**src/rtl/seg7_pkg.sv**
```systemverilog
// Shared definitions for the seven-segment scan driver.
// Glyphs are active-low, bit 6 = segment a ... bit 0 = segment g.
package seg7_pkg;

  typedef logic [3:0] nibble_t;

  localparam logic [6:0] SEG_BLANK = 7'h7F;

  localparam logic [6:0] GLYPH_0 = 7'h01;
  localparam logic [6:0] GLYPH_1 = 7'h4F;
  localparam logic [6:0] GLYPH_2 = 7'h12;
  localparam logic [6:0] GLYPH_3 = 7'h06;
  localparam logic [6:0] GLYPH_4 = 7'h4C;
  localparam logic [6:0] GLYPH_5 = 7'h24;
  localparam logic [6:0] GLYPH_6 = 7'h20;
  localparam logic [6:0] GLYPH_7 = 7'h0F;
  localparam logic [6:0] GLYPH_8 = 7'h00;
  localparam logic [6:0] GLYPH_9 = 7'h04;
  localparam logic [6:0] GLYPH_A = 7'h08;
  localparam logic [6:0] GLYPH_B = 7'h60;
  localparam logic [6:0] GLYPH_C = 7'h31;
  localparam logic [6:0] GLYPH_D = 7'h42;
  localparam logic [6:0] GLYPH_E = 7'h30;
  localparam logic [6:0] GLYPH_F = 7'h38;

  localparam int unsigned SEG_A = 6;
  localparam int unsigned SEG_B = 5;
  localparam int unsigned SEG_C = 4;
  localparam int unsigned SEG_D = 3;
  localparam int unsigned SEG_E = 2;
  localparam int unsigned SEG_F = 1;
  localparam int unsigned SEG_G = 0;

endpackage

```
**src/rtl/seg7_glyph.sv**
```systemverilog
// Combinational nibble-to-glyph decoder (active-low segments).
// Ports:
//   nibble_i  4-bit value to display
//   seg_o     active-low segments, seg_o[6]=a ... seg_o[0]=g
// Macro SEG7_HEX_DIGITS_EN: when defined, 10..15 decode to A b C d E F;
// otherwise they decode to blank.
module seg7_glyph
  import seg7_pkg::*;
(
  input  nibble_t    nibble_i,
  output logic [6:0] seg_o
);

  always_comb begin
    seg_o = SEG_BLANK;
    case (nibble_i)
      4'h0:    seg_o = GLYPH_0;
      4'h1:    seg_o = GLYPH_1;
      4'h2:    seg_o = GLYPH_2;
      4'h3:    seg_o = GLYPH_3;
      4'h4:    seg_o = GLYPH_4;
      4'h5:    seg_o = GLYPH_5;
      4'h6:    seg_o = GLYPH_6;
      4'h7:    seg_o = GLYPH_7;
      4'h8:    seg_o = GLYPH_8;
      4'h9:    seg_o = GLYPH_9;
`ifdef SEG7_HEX_DIGITS_EN
      4'hA:    seg_o = GLYPH_A;
      4'hB:    seg_o = GLYPH_B;
      4'hC:    seg_o = GLYPH_C;
      4'hD:    seg_o = GLYPH_D;
      4'hE:    seg_o = GLYPH_E;
      4'hF:    seg_o = GLYPH_F;
`endif
      default: seg_o = SEG_BLANK;
    endcase
  end

endmodule

```
**src/rtl/seg7_scan_driver.sv**
```systemverilog
// Time-multiplexed multi-digit 7-segment driver with a double-buffered
// value, leading-zero blanking, decimal points, one dead-time cycle per
// digit slot and a frame strobe.
// Ports:
//   clk, rst_n   clock, asynchronous active-low reset
//   load_i       capture value_i/dp_i into the shadow buffer
//   value_i      nibble per digit, nibble 0 = rightmost digit
//   dp_i         decimal-point request per digit (1 = lit)
//   blank_lz_i   enable leading-zero blanking
//   enable_i     0 forces all anodes off
//   seg_o, dp_o  active-low segments / decimal point
//   an_o         active-low anode enables
//   frame_o      one-cycle pulse after the scan wraps to digit 0
// Macro SEG7_HEX_DIGITS_EN enables hex glyphs in the decoder.
module seg7_scan_driver
  import seg7_pkg::*;
#(
  parameter int unsigned NUM_DIGITS  = 4,
  parameter int unsigned REFRESH_DIV = 50000,
  parameter int unsigned CNT_W       = $clog2(REFRESH_DIV)
) (
  input  logic                    clk,
  input  logic                    rst_n,
  input  logic                    load_i,
  input  logic [4*NUM_DIGITS-1:0] value_i,
  input  logic [NUM_DIGITS-1:0]   dp_i,
  input  logic                    blank_lz_i,
  input  logic                    enable_i,
  output logic [6:0]              seg_o,
  output logic                    dp_o,
  output logic [NUM_DIGITS-1:0]   an_o,
  output logic                    frame_o
);

  localparam int unsigned IDX_W = (NUM_DIGITS > 1) ? $clog2(NUM_DIGITS) : 1;
  localparam logic [CNT_W-1:0] DIV_LAST = CNT_W'(REFRESH_DIV - 1);
  localparam logic [IDX_W-1:0] IDX_LAST = IDX_W'(NUM_DIGITS - 1);

  logic [CNT_W-1:0]        div_q, div_d;
  logic [IDX_W-1:0]        idx_q, idx_d;
  logic [4*NUM_DIGITS-1:0] shadow_val_q, shadow_val_d, active_val_q, active_val_d;
  logic [NUM_DIGITS-1:0]   shadow_dp_q, shadow_dp_d, active_dp_q, active_dp_d;
  logic                    pending_q, pending_d;
  logic [6:0]              seg_q, seg_d;
  logic                    dp_q, dp_d;
  logic [NUM_DIGITS-1:0]   an_q, an_d;
  logic                    frame_q, frame_d;

  logic                    slot_end, frame_end;
  nibble_t                 cur_nib;
  logic                    cur_dp, cur_lz, zero_run;
  logic [6:0]              glyph;

  // Counters and buffer transfer.
  always_comb begin
    slot_end  = (div_q == DIV_LAST);
    frame_end = slot_end && (idx_q == IDX_LAST);
    div_d     = slot_end ? '0 : div_q + 1'b1;
    idx_d     = idx_q;
    if (slot_end) idx_d = (idx_q == IDX_LAST) ? '0 : idx_q + 1'b1;

    shadow_val_d = shadow_val_q;
    shadow_dp_d  = shadow_dp_q;
    active_val_d = active_val_q;
    active_dp_d  = active_dp_q;
    pending_d    = pending_q;
    if (load_i) begin
      shadow_val_d = value_i;
      shadow_dp_d  = dp_i;
    end
    // Transfers happen only at the frame boundary so a frame never mixes
    // two loads; a load on the boundary itself bypasses the shadow.
    if (frame_end) begin
      if (load_i) begin
        active_val_d = value_i;
        active_dp_d  = dp_i;
        pending_d    = 1'b0;
      end else if (pending_q) begin
        active_val_d = shadow_val_q;
        active_dp_d  = shadow_dp_q;
        pending_d    = 1'b0;
      end
    end else if (load_i) begin
      pending_d = 1'b1;
    end
  end

  // Select the current digit; zero_run accumulates "this nibble and all
  // nibbles above it are zero" while walking down from the top digit.
  always_comb begin
    cur_nib  = '0;
    cur_dp   = 1'b0;
    cur_lz   = 1'b0;
    zero_run = 1'b1;
    for (int i = int'(NUM_DIGITS) - 1; i >= 0; i--) begin
      zero_run = zero_run & (active_val_q[4*i +: 4] == 4'h0);
      if (idx_q == IDX_W'(i)) begin
        cur_nib = active_val_q[4*i +: 4];
        cur_dp  = active_dp_q[i];
        cur_lz  = zero_run;
      end
    end
  end

  seg7_glyph u_glyph (
    .nibble_i (cur_nib),
    .seg_o    (glyph)
  );

  always_comb begin
    seg_d   = (blank_lz_i && (idx_q != '0) && cur_lz) ? SEG_BLANK : glyph;
    dp_d    = ~cur_dp;
    // Slot cycle 0 is dead time: all anodes off to avoid ghosting.
    an_d    = (enable_i && (div_q != '0)) ? ~(NUM_DIGITS'(1) << idx_q) : '1;
    frame_d = frame_end;
  end

  always_ff @(posedge clk or negedge rst_n) begin
    if (!rst_n) begin
      div_q        <= '0;
      idx_q        <= '0;
      shadow_val_q <= '0;
      shadow_dp_q  <= '0;
      active_val_q <= '0;
      active_dp_q  <= '0;
      pending_q    <= 1'b0;
      seg_q        <= SEG_BLANK;
      dp_q         <= 1'b1;
      an_q         <= '1;
      frame_q      <= 1'b0;
    end else begin
      div_q        <= div_d;
      idx_q        <= idx_d;
      shadow_val_q <= shadow_val_d;
      shadow_dp_q  <= shadow_dp_d;
      active_val_q <= active_val_d;
      active_dp_q  <= active_dp_d;
      pending_q    <= pending_d;
      seg_q        <= seg_d;
      dp_q         <= dp_d;
      an_q         <= an_d;
      frame_q      <= frame_d;
    end
  end

  assign seg_o   = seg_q;
  assign dp_o    = dp_q;
  assign an_o    = an_q;
  assign frame_o = frame_q;

endmodule

```
**config.mk**
```make
export PLATFORM = sky130hd
export DESIGN_NAME = seg7_scan_driver
export DESIGN_NICKNAME = d
export VERILOG_FILES = /design/src/rtl/seg7_pkg.sv /design/src/rtl/seg7_glyph.sv /design/src/rtl/seg7_scan_driver.sv
export SDC_FILE = /design/constraint.sdc
export NUM_CORES = 1
export LEC_CHECK = 0
export ABC_AREA = 1
export BUFFER_PORTS_ARGS = -buffer_cell sky130_fd_sc_hd__buf_2
export CAP_MARGIN = 20
export CORE_AREA = 2 2 82 84
export CTS_CLUSTER_SIZE = 25
export DETAILED_ROUTE_END_ITERATION = 7
export DIE_AREA = 0 0 84 86
export PLACE_DENSITY_LB_ADDON = 0.12
export RECOVER_POWER = 100
export SLEW_MARGIN = 20
export SYNTH_ARGS = -nofsm -noshare
export SYNTH_HDL_FRONTEND = slang
export SYNTH_SLANG_ARGS = --single-unit
export TNS_END_PERCENT = 100
```
**constraint.sdc**
```tcl
create_clock -name clk -period 2.7 [get_ports clk]
set_input_delay 0.135 -clock clk [delete_from_list [all_inputs] [get_ports clk]]
set_output_delay 0.135 -clock clk [all_outputs]
set_load 0.02 [all_outputs]
```
Word level (Yosys, flattened, before mapping). Memory sizes are Yosys's and may differ from the RTL's. Index checks and enable logic that the tools add are counted.

Bits in registers: 72. Latch bits: 0. Memory bits (writable): 0. Memory bits (read-only): 112. Input port bits: 25. Memories: 1.

Memories: (no name shown) (words 16, width 7, rd ports 1, clocked after memory_dff 0, write ports 0, line seg7_glyph.sv:16) `case (nibble_i)`.

Add/sub/neg operators: 2. Multipliers: 0. Divide/modulo/power cells: 0. $lt $le $gt $ge: 0. Equality and inequality tests: 4. Shift-type cells: 1. Mux-type cells: 22. Bitwise gates (word level): 5. Reductions and logical operators: 14.

Operators by type and width (number): $mux W16 (3); $mux W4 (7); $add A16 B1 Y16 const B (1); $eq A16 B16 Y1 const B (1); $logic_not A4 Y1 (4); $reduce_bool A16 Y1 (1); $mux W1 (10); $mux W7 (1); $reduce_bool A2 Y1 (3); $eq A2 B2 Y1 const B (2); $logic_and A1 B1 Y1 (4); $not A4 Y4 (1); $shl A1 B2 Y4 const A (1); $and A1 B1 Y1 (3); $add A2 B1 Y2 const B (1); $eq A2 B1 Y1 const B (1); $logic_not A2 Y1 (1); $mux W2 (1); $reduce_and A2 Y1 (1); $not A1 Y1 (1).

Logic depth before layout (Yosys ltp). Gate-level depths: netlist of run 1.

Word-level depth: 7. Mapped depth: 15. Gate-level depth less buffers: 14.

By module. Synthesis of run 1 repeated with hierarchy kept, for this count alone.

Cell total of the unflattened synthesis: 441. Area, all modules: 3607.2 µm².

Modules (own cells, without submodules): seg7_scan_driver (times used 1, cells each 406, area each 3419.5 µm², seq. area each 1816.7 µm²); seg7_glyph (times used 1, cells each 35, area each 187.7 µm², seq. area each 0.0 µm²).

Least setup slack after synthesis of run 1. OpenSTA, ideal clock, no wires.

Kind: register to register. From: reg idx_q[0]. To: reg seg_q[1], in the netlist seg_o[1]. Setup time: 0.085 ns. Arrival time: 1.810 ns. Setup slack: 0.806 ns. Stages on the path, launching flop included: 13. Period minus slack after synthesis: 1.894 ns. Cells stage by stage: dfrtp_1 > inv_1 > ha_1 > buf_2 > inv_1 > or2_2 > nand2_1 > inv_1 > ha_1 > inv_1 > nand3_1 > nand3_1 > nand3_1.

Word-level cells in the longest chain between the ends: 7. Elaborated cells between the ends (all ways): 17. Those cells by class: eq/ne: 3; mux: 9; reduce/logical: 4; memory: 1.

RTL lines: start: declaration (line seg7_scan_driver.sv:40) `logic [IDX_W-1:0] idx_q, idx_d;`; start signal: assignment (line seg7_scan_driver.sv:133) `idx_q <= idx_d;`; $eq A2 B2 Y1 (line seg7_scan_driver.sv:97) `if (idx_q == IDX_W'(i)) begin`; $mux W4 or $mux W1 (tied branches) (4 in a row) (line seg7_scan_driver.sv:97); $mem_v2 Z16 W7 or $logic_and A1 B1 Y1 (tied branches); $mux W7 * (line seg7_scan_driver.sv:111) `seg_d = (blank_lz_i && (idx_q != '0) && cur_lz) ? SEG_BLANK : glyph;`; named net seg_d[1] (line seg7_scan_driver.sv:44) `logic [6:0] seg_q, seg_d;`; end signal: assignment (line seg7_scan_driver.sv:139) `seg_q <= seg_d;`; end: declaration (line seg7_scan_driver.sv:44).

The timed path passes the listed nets; every way through them passes the cells marked *. A chain may end at the register's enable or synchronous reset.

Final worst setup path of run 1.
From: reg div_q[0]. To: reg active_val_q[5].

Word-level cells in the longest chain between the ends: 3.

RTL lines: start: declaration (line seg7_scan_driver.sv:39) `logic [CNT_W-1:0] div_q, div_d;`; start signal: assignment (line seg7_scan_driver.sv:132) `div_q <= div_d;`; $eq A16 B16 Y1 (line seg7_scan_driver.sv:56) `slot_end = (div_q == DIV_LAST);`; $logic_and A1 B1 Y1 (line seg7_scan_driver.sv:57) `frame_end = slot_end && (idx_q == IDX_LAST);`; $reduce_and A2 Y1 (no line); end signal: assignment (line seg7_scan_driver.sv:136) `active_val_q <= active_val_d;`; end: declaration (line seg7_scan_driver.sv:41) `logic [4*NUM_DIGITS-1:0] shadow_val_q, shadow_val_d, active_val_q, active_val_d;`.

No other way between the ends.

==> results of run 1 <==
## final cells by class
cell class	count	area, um^2
clock buffer	13	159
timing repair buffer	47	253
tap	77	96.3
multi-input combinational	313	1530
inverter	41	154
sequential	72	1820
clock inverter	3	40.0
fill	567	2230
## synthesized netlist by cell type (all sizes together)
library cell,instances
nand3,59
xor2,6
nor3,8
o21ai,10
nor4,3
clkbuf,6
nand3b,1
or2,5
buf,8
nand2,161
o21bai,1
ha,12
inv,41
dfstp,12
nand4,4
nor2,32
a21oi,11
dfrtp,60
## worst min-delay path by stage
stage / start / endpoint / slack (ns) / cells past startpoint
floorplan: rst_n / active_dp_q[0] / -0.16 / 0
global placement: rst_n / div_q[15] / 0.34 / 1
detailed placement: rst_n / div_q[15] / 0.35 / 1
CTS: value_i[2] / shadow_val_q[2] / 0.002 / 3
global route: value_i[2] / shadow_val_q[2] / 0.02 / 3
finish: dp_i[2] / shadow_dp_q[2] / 0.01 / 3
## logic make-up after synthesis
| logic type | synth area share [%] |
|---|---|
| XOR/XNOR | 1.45 |
| buffers and inverters | 7.02 |
| AO/OA/AOI/OAI | 3.11 |
| flip-flops | 50.2 |
| adder cells (fa/ha/maj) | 4.15 |
| AND/OR/NAND/NOR | 34.1 |
## metal layers
metal	routed length, um	up-vias	part of all wire [%]	GRT usage [%]
met2	3350	66	46	33.5
met1	3490	1327	48	30.3
li1	-	1477	-	-
met4	121	0	1.7	8.50
met5	0	-	0	0
met3	347	9	4.7	5.49
## worst max-delay path, stage by stage, from the launching register on
cell	delay [ns]
dfrtp_1	0.39
ha_1	0.20
nand2_1	0.13
nor2_8	0.15
nand3_1	0.25
nor2_2	0.71
nand3_1	0.18
nand2_1	0.11
## state kept, by name, summed over array words and instances (netlist names)
name / flops
frame_o: 1
seg_o: 7
an_o: 4
idx_q: 2
div_q: 16
shadow_val_q: 16
shadow_dp_q: 4
dp_o: 1
active_val_q: 16
pending_q: 1
active_dp_q: 4
## stage by stage
step           setup WS, ns  std cells  hold WS, ns
2_1_floorplan         0.806        440       -0.161
4_1_cts               0.538        566      0.00218
6_report              0.517        566       0.0124
3_3_place_gp          0.660        543        0.340
3_5_place_dp          0.551        543        0.354
5_1_grt               0.279        566       0.0197
## power by group through the flow
stage                     registers [W]  logic (W)  clock network [W]
after floorplan                 0.00113  0.0000361                  0
after global placement          0.00113  0.0000857                  0
after detailed placement        0.00113  0.0000882                  0
after CTS                       0.00111  0.0000962           0.000886
after global routing            0.00112   0.000108           0.000926
final                           0.00111  0.0000922           0.000861
==> metrics.md, run 1 <==
| Metric | Value |
|---|---|
| Syn Area/Cell | 8.22 um^2 |
| Worst Setup End Kind | register |
| Synth area leaders | dfrtp_1, nand2_1, dfstp_2, nand3_1, ha_1 |
| FF-to-FF Start | div_q[0] |
| Post-synthesis sequential area ratio | 50.2% |
| DIE AREA | 7220 um^2 |
| Most common cell after layout, fill and taps aside | nand2_1 |
| Clock Latency Late Sink | 0.35 ns |
| Final hold vios | 0 |
| Syn Std Cell Area | 3620 um^2 |
| Width of the die | 84 um |
| Largest net degree at the start of global routing | 46 |
| Diodes inserted | 0 |
| WP data required | 2.99 ns |
| Total Wirelength | 7310 um |
| RSZ-0062 raised after global routing | false |
| Synth-to-Final Area Change | 11.8% |
| DP Area | 3820 um^2 |
| FF-to-FF path depth | 7 |
| Fin util | 64.5% |
| Pins Over Slew Limit | 0 |
| Worst-Margin Slew | 1.08 ns |
| Clock slew at reported path FFs | 0.07 ns |
| Netlist cell types | 30 |
| Synth Warn # | 0 |
| PnR Total Power | 0.00207 W |
| Vias per cell | 5.09 |
| Cell Int Power | 0.00161 W |
| Top Ports | 38 |
| R2R setup slack | 0.52 ns |
| R2R Path End | active_val_q[5] |
| Setup crit start | div_q[0] |
| Global-route wire length before repair | 12,500 um |
| Clk pwr share | 41.6% |
| CP arrival | 2.47 ns |
| RePlAce Congestion | 0.942 |
| Clk_skew | 0.0102 ns |
| Status | finished, final reports clean |
| Total track usage | 21.9% |
| Post-CTS setup buffers | 0 |
| Final setup viols | 0 |
| Register share of total power | 53.9% |
| CP endpoint | active_val_q[5] |
| H-tree depth | 3 |
| Hold buffer count at CTS | 7 |
| WL/cell | 12.9 um |
| Core area | 6280 um^2 |
| Area leader, netlist | dfrtp_1 |
| Top-area cell type share of the netlist area | 41.5% |
| Cells after Synth | 440 |
| Fin crit share | 80.8% |
| Switching portion of total power | 21.9% |
| Worst rel slew slack | 27.9% |
| Number of global-route vias before repair | 2,722 |
| Port Buffers | 37 |
| Leak Pwr | 2.16 nW |
| CTS sink cnt | 72 |
| Initial Utilization | 57.6% |
| Clock buffer depth | 2 |
| Routed Antenna Nets | 0 |
| Routed vias | 2,879 |
| Die height | 86 um |
| Max Clk Rate | 0.458 GHz |
| Max-cap violations | 0 |
| Grt total ovfl | 0 |
| Gate power share | 4.5% |
| Row count | 29 |
| Clock Tree Root | clkbuf_8 |
| CTS tree | done |
| Final instance area | 4050 um^2 |
| Num CTS Buffers | 9 |
| Fin nets | 521 |
| CP startpoint kind | register |
| Post_cts resized | 0 |
| First-pass detailed-route iteration total | 4 |
| Fraction of layout cells with a size suffix above 1 | 14.1% |
| #FFs+latches synth | 72 |
| CP Max Fanout | 21 |
| Crit path time final | 2.18 ns |
| Iter 0 DRT Violations | 127 |
| Setup TNS | 0 ns |
| Most frequent cells in the layout | nand2_1, dfrtp_1, nand3_1, inv_1, nor2_1 |
| Crit Path Category | reg2reg |
| Final HPWL DP | 5230 um |
| Initial antenna violation count | 0 |
| Remaining DRCs | 0 |
| Sw Pwr | 0.000453 W |
| Max IR drop VDD | 269 uV |
| Worst Hold Class | in2reg |
| Post-Syn Nets | 477 |
| Pwr Density | 511 nW/um^2 |
Note: power is estimated with default switching activity, not from simulation.
==> run 2, diff against run 1 <==
- clock period: 2.7 -> 2.05 ns (I/O delays scaled with it)
==> run 2 against run 1 <==
Against the previous run:
- critical path depth up 5
- routed wire length up 1.1%
- global-route usage up 0.41 points
==> metrics.md, run 2 (synthesized netlist as in run 1, its figures left out) <==
| Metric | Value |
|---|---|
| CP arrival | 2.18 ns |
| Delay-heaviest family, CP | simple AND/OR/NAND/NOR gates |
| RePlAce Congestion | 0.916 |
| Worst Hold Class | in2reg |
| Synth-to-Final Area Change | 19.2% |
| Leak Pwr | 2.26 nW |
| Final setup viols | 0 |
| Post-Route M1 WL | 3550 um |
| CTS tree | done |
| Global-route wire length before repair | 12,800 um |
| Sw Pwr | 0.000638 W |
| Metal3 WL | 359 um |
| Crit Path Category | reg2reg |
| Crit-path cells | inv_2 -> ha_2 -> buf_4 -> a21oi_1 -> nand2_1 -> nand2_1 -> nand2_1 -> inv_2 -> ha_1 -> nand3_1 -> a21oi_1 -> nand2_1 |
| Worst rel slew slack | 9.50% |
| Pwr Density | 668 nW/um^2 |
| Routed Antenna Nets | 0 |
| CP Max Fanout | 5 |
| Status | finished, final reports clean |
| WL/cell | 12.5 um |
| R2R setup slack | 0.15 ns |
| Register share of total power | 50.9% |
| Initial Utilization | 57.6% |
| Diodes inserted | 0 |
| First-pass detailed-route iteration total | 4 |
| Critical path depth | 12 |
| Hold EP | shadow_val_q[13] |
| Initial antenna violation count | 0 |
| Number of fill cells in the layout | 529 |
| Startpoint of the worst hold path | load_i |
| Setup TNS | 0 ns |
| Total Wirelength | 7390 um |
| Max-cap violations | 0 |
| Crit path time final | 1.90 ns |
| Hold depth | 3 |
| Worst Setup End Kind | register |
| Switching portion of total power | 22.2% |
| Num CTS Buffers | 9 |
| Fraction of layout cells with a size suffix above 1 | 16.9% |
| Most frequent cells in the layout | nand2_1, dfrtp_1, nand3_1, inv_1, nor2_1 |
| PnR Total Power | 0.00288 W |
| FF-to-FF path depth | 12 |
| Final hold vios | 0 |
| Core area | 6280 um^2 |
| Clock slew at reported path FFs | 0.08 ns |
| Met2 WL post-DR | 3340 um |
| Crit path buf inv count | 3 |
| Die height | 86 um |
| Clock Tree Root | clkbuf_8 |
| Row count | 29 |
| Clock buffer depth | 2 |
| Port Buffers | 37 |
| Fin crit share | 92.6% |
| Crit-path most repeated cell | nand2_1 |
| H-tree depth | 3 |
| Multi-input logic area | 1540 um^2 |
| CP startpoint kind | register |
| Top sig layer | met4 |
| WP data required | 2.33 ns |
| Clk_skew | 0.00866 ns |
| Crit-path slowest cell | dfrtp_1 |
| Grt total ovfl | 0 |
| Clk pwr share | 44.0% |
| Delay of the slowest critical-path stage | 0.39 ns |
| Routed vias | 2,960 |
| Width of the die | 84 um |
| R2R Path End | seg_o[2] |
| Total track usage | 22.3% |
| RSZ-0062 raised after global routing | false |
| Iter 0 DRT Violations | 141 |
| Top Ports | 38 |
| Remaining DRCs | 0 |
| Register area | 1820 um^2 |
| Pins Over Slew Limit | 0 |
| Max IR drop VDD | 503 uV |
| DIE AREA | 7220 um^2 |
| Vias per cell | 5.00 |
| Fin nets | 547 |
| Worst-Margin Slew | 1.36 ns |
| Final HPWL DP | 5240 um |
| Gate power share | 5.1% |
| Clock Latency Late Sink | 0.35 ns |
| Biggest regs | active_val_q: 16 flops, div_q: 16 flops, shadow_val_q: 16 flops |
| Largest net degree at the start of global routing | 48 |
| Most common cell after layout, fill and taps aside | nand2_1 |
| FF-to-FF Start | idx_q[0] |
| Max Clk Rate | 0.527 GHz |
| CTS sink cnt | 72 |
| Number of global-route vias before repair | 2,816 |
| Cell Int Power | 0.00224 W |
[run 2: cell types whose count changed in the layout (fill, tap and decap cells not counted), moves of 3 or more]
cell,delta
clkinvlp_4,+3
buf_4,+6
dlygate4sd3_1,+15
nand2_1,-3
[run 2: worst min-delay path, delay by kind of cell]
kind	cells	cell delay, ns
buffers and inverters	1	0.21
and+or+nand+nor	2	0.17
[run 2: what timing repair did]
action                     in CTS  in global routing
buffers inserted                0                  2
setup endpoints to repair       1                  7
hold buffers                   22                  0
gates resized for setup         1                  4
hold endpoints to repair       37                  0
[run 2: worst max-delay path by stage]
stage,from,slack [ns],end
finish,idx_q[0],0.15,seg_o[2]
global route,idx_q[0],0.003,seg_o[3]
CTS,idx_q[0],0.0007,seg_o[3]
detailed placement,idx_q[1],0.02,seg_o[1]
global placement,idx_q[1],0.11,seg_o[1]
floorplan,idx_q[0],0.16,seg_o[1]
[run 2: layer usage]
metal	track usage [%]	vias to the layer above
met5	0	-
met4	9.09	0
met3	6.06	10
met2	34.5	67
met1	30.1	1350
li1	-	1533
[run 2: stage by stage]
| step | setup slack, ns | instance area [um^2] | hold slack, ns | utilization [%] | cells |
|---|---|---|---|---|---|
| 2_1_floorplan | 0.156 | 3620 | -0.193 | - | 440 |
| 3_3_place_gp | 0.114 | 3900 | 0.125 | 62.2 | 552 |
| 3_5_place_dp | 0.0239 | 3900 | 0.135 | 62.2 | 552 |
| 4_1_cts | 0.000668 | 4350 | 0.0692 | 69.4 | 590 |
| 5_1_grt | 0.00278 | 4310 | 0.223 | 68.7 | 592 |
| 6_report | 0.151 | 4310 | 0.173 | 68.7 | 592 |
[run 2: cell type report]
type                    count  area share [%]
well taps                  77            2.23
repair buffers             73            11.0
clock buffers              10            3.19
inverters                  41            3.57
multi-input cells         313            35.7
flip-flops and latches     72            42.1
clock inverters             6            2.12
[run 2: power groups by stage]
stage	clock network [W]	registers [W]	logic [W]
5_1_grt	0.00136	0.00147	0.000168
2_1_floorplan	0	0.00149	0.0000476
6_report	0.00127	0.00147	0.000146
3_3_place_gp	0	0.00149	0.000115
4_1_cts	0.00131	0.00147	0.000150
3_5_place_dp	0	0.00149	0.000118
==> run 3, diff against run 2 <==
- CORE_AREA: 2 2 82 84 -> 2 2 85 87
- DIE_AREA: 0 0 84 86 -> 0 0 87 89
==> run 3 against run 2 <==
Against the previous run:
- die area grew 7.2%
- final area fell by 0.41%
- critical path depth down 4
- fmax is 1.2% higher
- count of clock-buffer cells in the layout did not move
- combinational power shrank 3%
- first-iteration DRC count increased by 4.3%
- via count down 0.51%
- non-clock buffer count down 5
- largest power group unchanged
==> metrics.md, run 3 (synthesized netlist as in run 1, its figures left out) <==
| Metric | Value |
|---|---|
| WL/cell | 12.6 um |
| Setup WS post-layout | 0.174 ns |
| CTS sink cnt | 72 |
| Crit path buf inv count | 1 |
| Biggest regs | active_val_q: 16 flops, div_q: 16 flops, shadow_val_q: 16 flops |
| Final HPWL DP | 5240 um |
| Clock buffer depth | 2 |
| Remaining DRCs | 0 |
| Initial antenna violation count | 0 |
| Worst Hold Class | in2reg |
| Delay-heaviest family, CP | simple AND/OR/NAND/NOR gates |
| Worst rel slew slack | 37.4% |
| PnR Total Power | 0.00285 W |
| Number of global-route vias before repair | 2,795 |
| Worst Setup End Kind | register |
| First-pass detailed-route iteration total | 4 |
| CP startpoint kind | register |
| Status | finished, final reports clean |
| Crit path time final | 1.88 ns |
| Delay of the slowest critical-path stage | 0.40 ns |
| Most common cell after layout, fill and taps aside | nand2_1 |
| Pins Over Slew Limit | 0 |
| Fin crit share | 91.5% |
| Leak Pwr | 2.28 nW |
| CTS tree | done |
| Port Buffers | 37 |
| Clock Tree Root | clkbuf_8 |
| Crit-path slowest cell | dfrtp_1 |
| Final hold vios | 0 |
| Total track usage | 21.4% |
| WP data required | 2.33 ns |
| RePlAce Congestion | 0.908 |
| Core area | 6720 um^2 |
| Max-cap violations | 0 |
| H-tree depth | 3 |
| Synth-to-Final Area Change | 18.7% |
| Total Wirelength | 7440 um |
| Max IR drop VDD | 598 uV |
| Max Clk Rate | 0.533 GHz |
| Diodes inserted | 0 |
| DIE AREA | 7740 um^2 |
| Iter 0 DRT Violations | 147 |
| Num CTS Buffers | 9 |
| CP Max Fanout | 21 |
| RSZ-0062 raised after global routing | false |
| Final setup viols | 0 |
| Post-CTS setup buffers | 0 |
| Die height | 89 um |
| Setup TNS | 0 ns |
| Most frequent cells in the layout | nand2_1, dfrtp_1, nand3_1, inv_1, nor2_1 |
| Crit Path Category | reg2reg |
| Routed vias | 2,945 |
| Largest net degree at the start of global routing | 73 |
| Clock Latency Late Sink | 0.34 ns |
| Row count | 30 |
| Clk_skew | 0.0101 ns |
| Pwr Density | 663 nW/um^2 |
| Global-route wire length before repair | 12,900 um |
| Routed Antenna Nets | 0 |
| Grt total ovfl | 0 |
| Initial Utilization | 53.9% |
| Fin nets | 542 |
| Top Ports | 38 |
| Worst-Margin Slew | 0.939 ns |
| Pre-CTS WS | 0.0794 ns |
| Width of the die | 87 um |
| Vias per cell | 4.99 |
| Clock slew at reported path FFs | 0.08 ns |
| CP arrival | 2.15 ns |
| Crit-path cells | ha_1 -> nand2_1 -> nor2_8 -> nand3_1 -> nor2_1 -> buf_12 -> nand3_1 -> nand2_1 |
| Fraction of layout cells with a size suffix above 1 | 16.5% |
==> run 3: final cells by class <==
cell class	count	area (um^2)
fill	559	2420
sequential	72	1820
multi-input combinational	313	1540
timing repair buffer	68	462
inverter	41	154
clock buffer	10	128
tap	80	100
clock inverter	6	92.6
==> run 3: worst min-delay path, stage by stage <==
cell,delay [ns]
buf_2,0.08
nand2_1,0.05
nand2_1,0.09
==> run 3: timing repair <==
item                       CTS  global route
setup endpoints to repair    0             6
resized for setup            0             6
hold endpoints to repair    83             0
hold buffers                21             0
==> run 3: worst paths after layout <==
kind                           startpoint              end  slack (ns)  cells past startpoint
hold / removal                    dp_i[0]   shadow_dp_q[0]        0.02                      3
setup / recovery                 div_q[0]  active_val_q[2]        0.17                      8
setup reg to reg                 div_q[0]  active_val_q[2]        0.17                      8
max in group asynchronous           rst_n  active_val_q[2]        0.89                      3
hold reg to reg            active_dp_q[0]             dp_o        0.42                      1
min in group asynchronous           rst_n        div_q[14]        0.54                      3
==> run 3: power breakdown <==
| group | internal [W] | total, W | switching [W] |
|---|---|---|---|
| clock | 0.000692 | 0.00124 | 0.000547 |
| combinational | 0.0000612 | 0.000142 | 0.0000808 |
| sequential | 0.00146 | 0.00147 | 0.00000937 |
| total | 0.00221 | 0.00285 | 0.000637 |
==> run 3: routing by layer <==
layer / GRT usage, % / share of wire [%] / vias up
met5: 0 / 0 / -
met4: 10.1 / 2.0 / 0
met3: 3.60 / 3.7 / 13
met2: 34.0 / 45 / 71
met1: 28.7 / 49 / 1332
li1: - / - / 1529
==> run 3: through the flow <==
step | util, % | std cells | hold WS [ns] | cell area [um^2]
after floorplan | - | 440 | -0.193 | 3620
after global placement | 58.1 | 553 | 0.156 | 3900
after detailed placement | 58.1 | 553 | 0.156 | 3900
after CTS | 64.5 | 590 | 0.0116 | 4330
after global routing | 63.9 | 590 | 0.0137 | 4300
final | 63.9 | 590 | 0.0211 | 4300
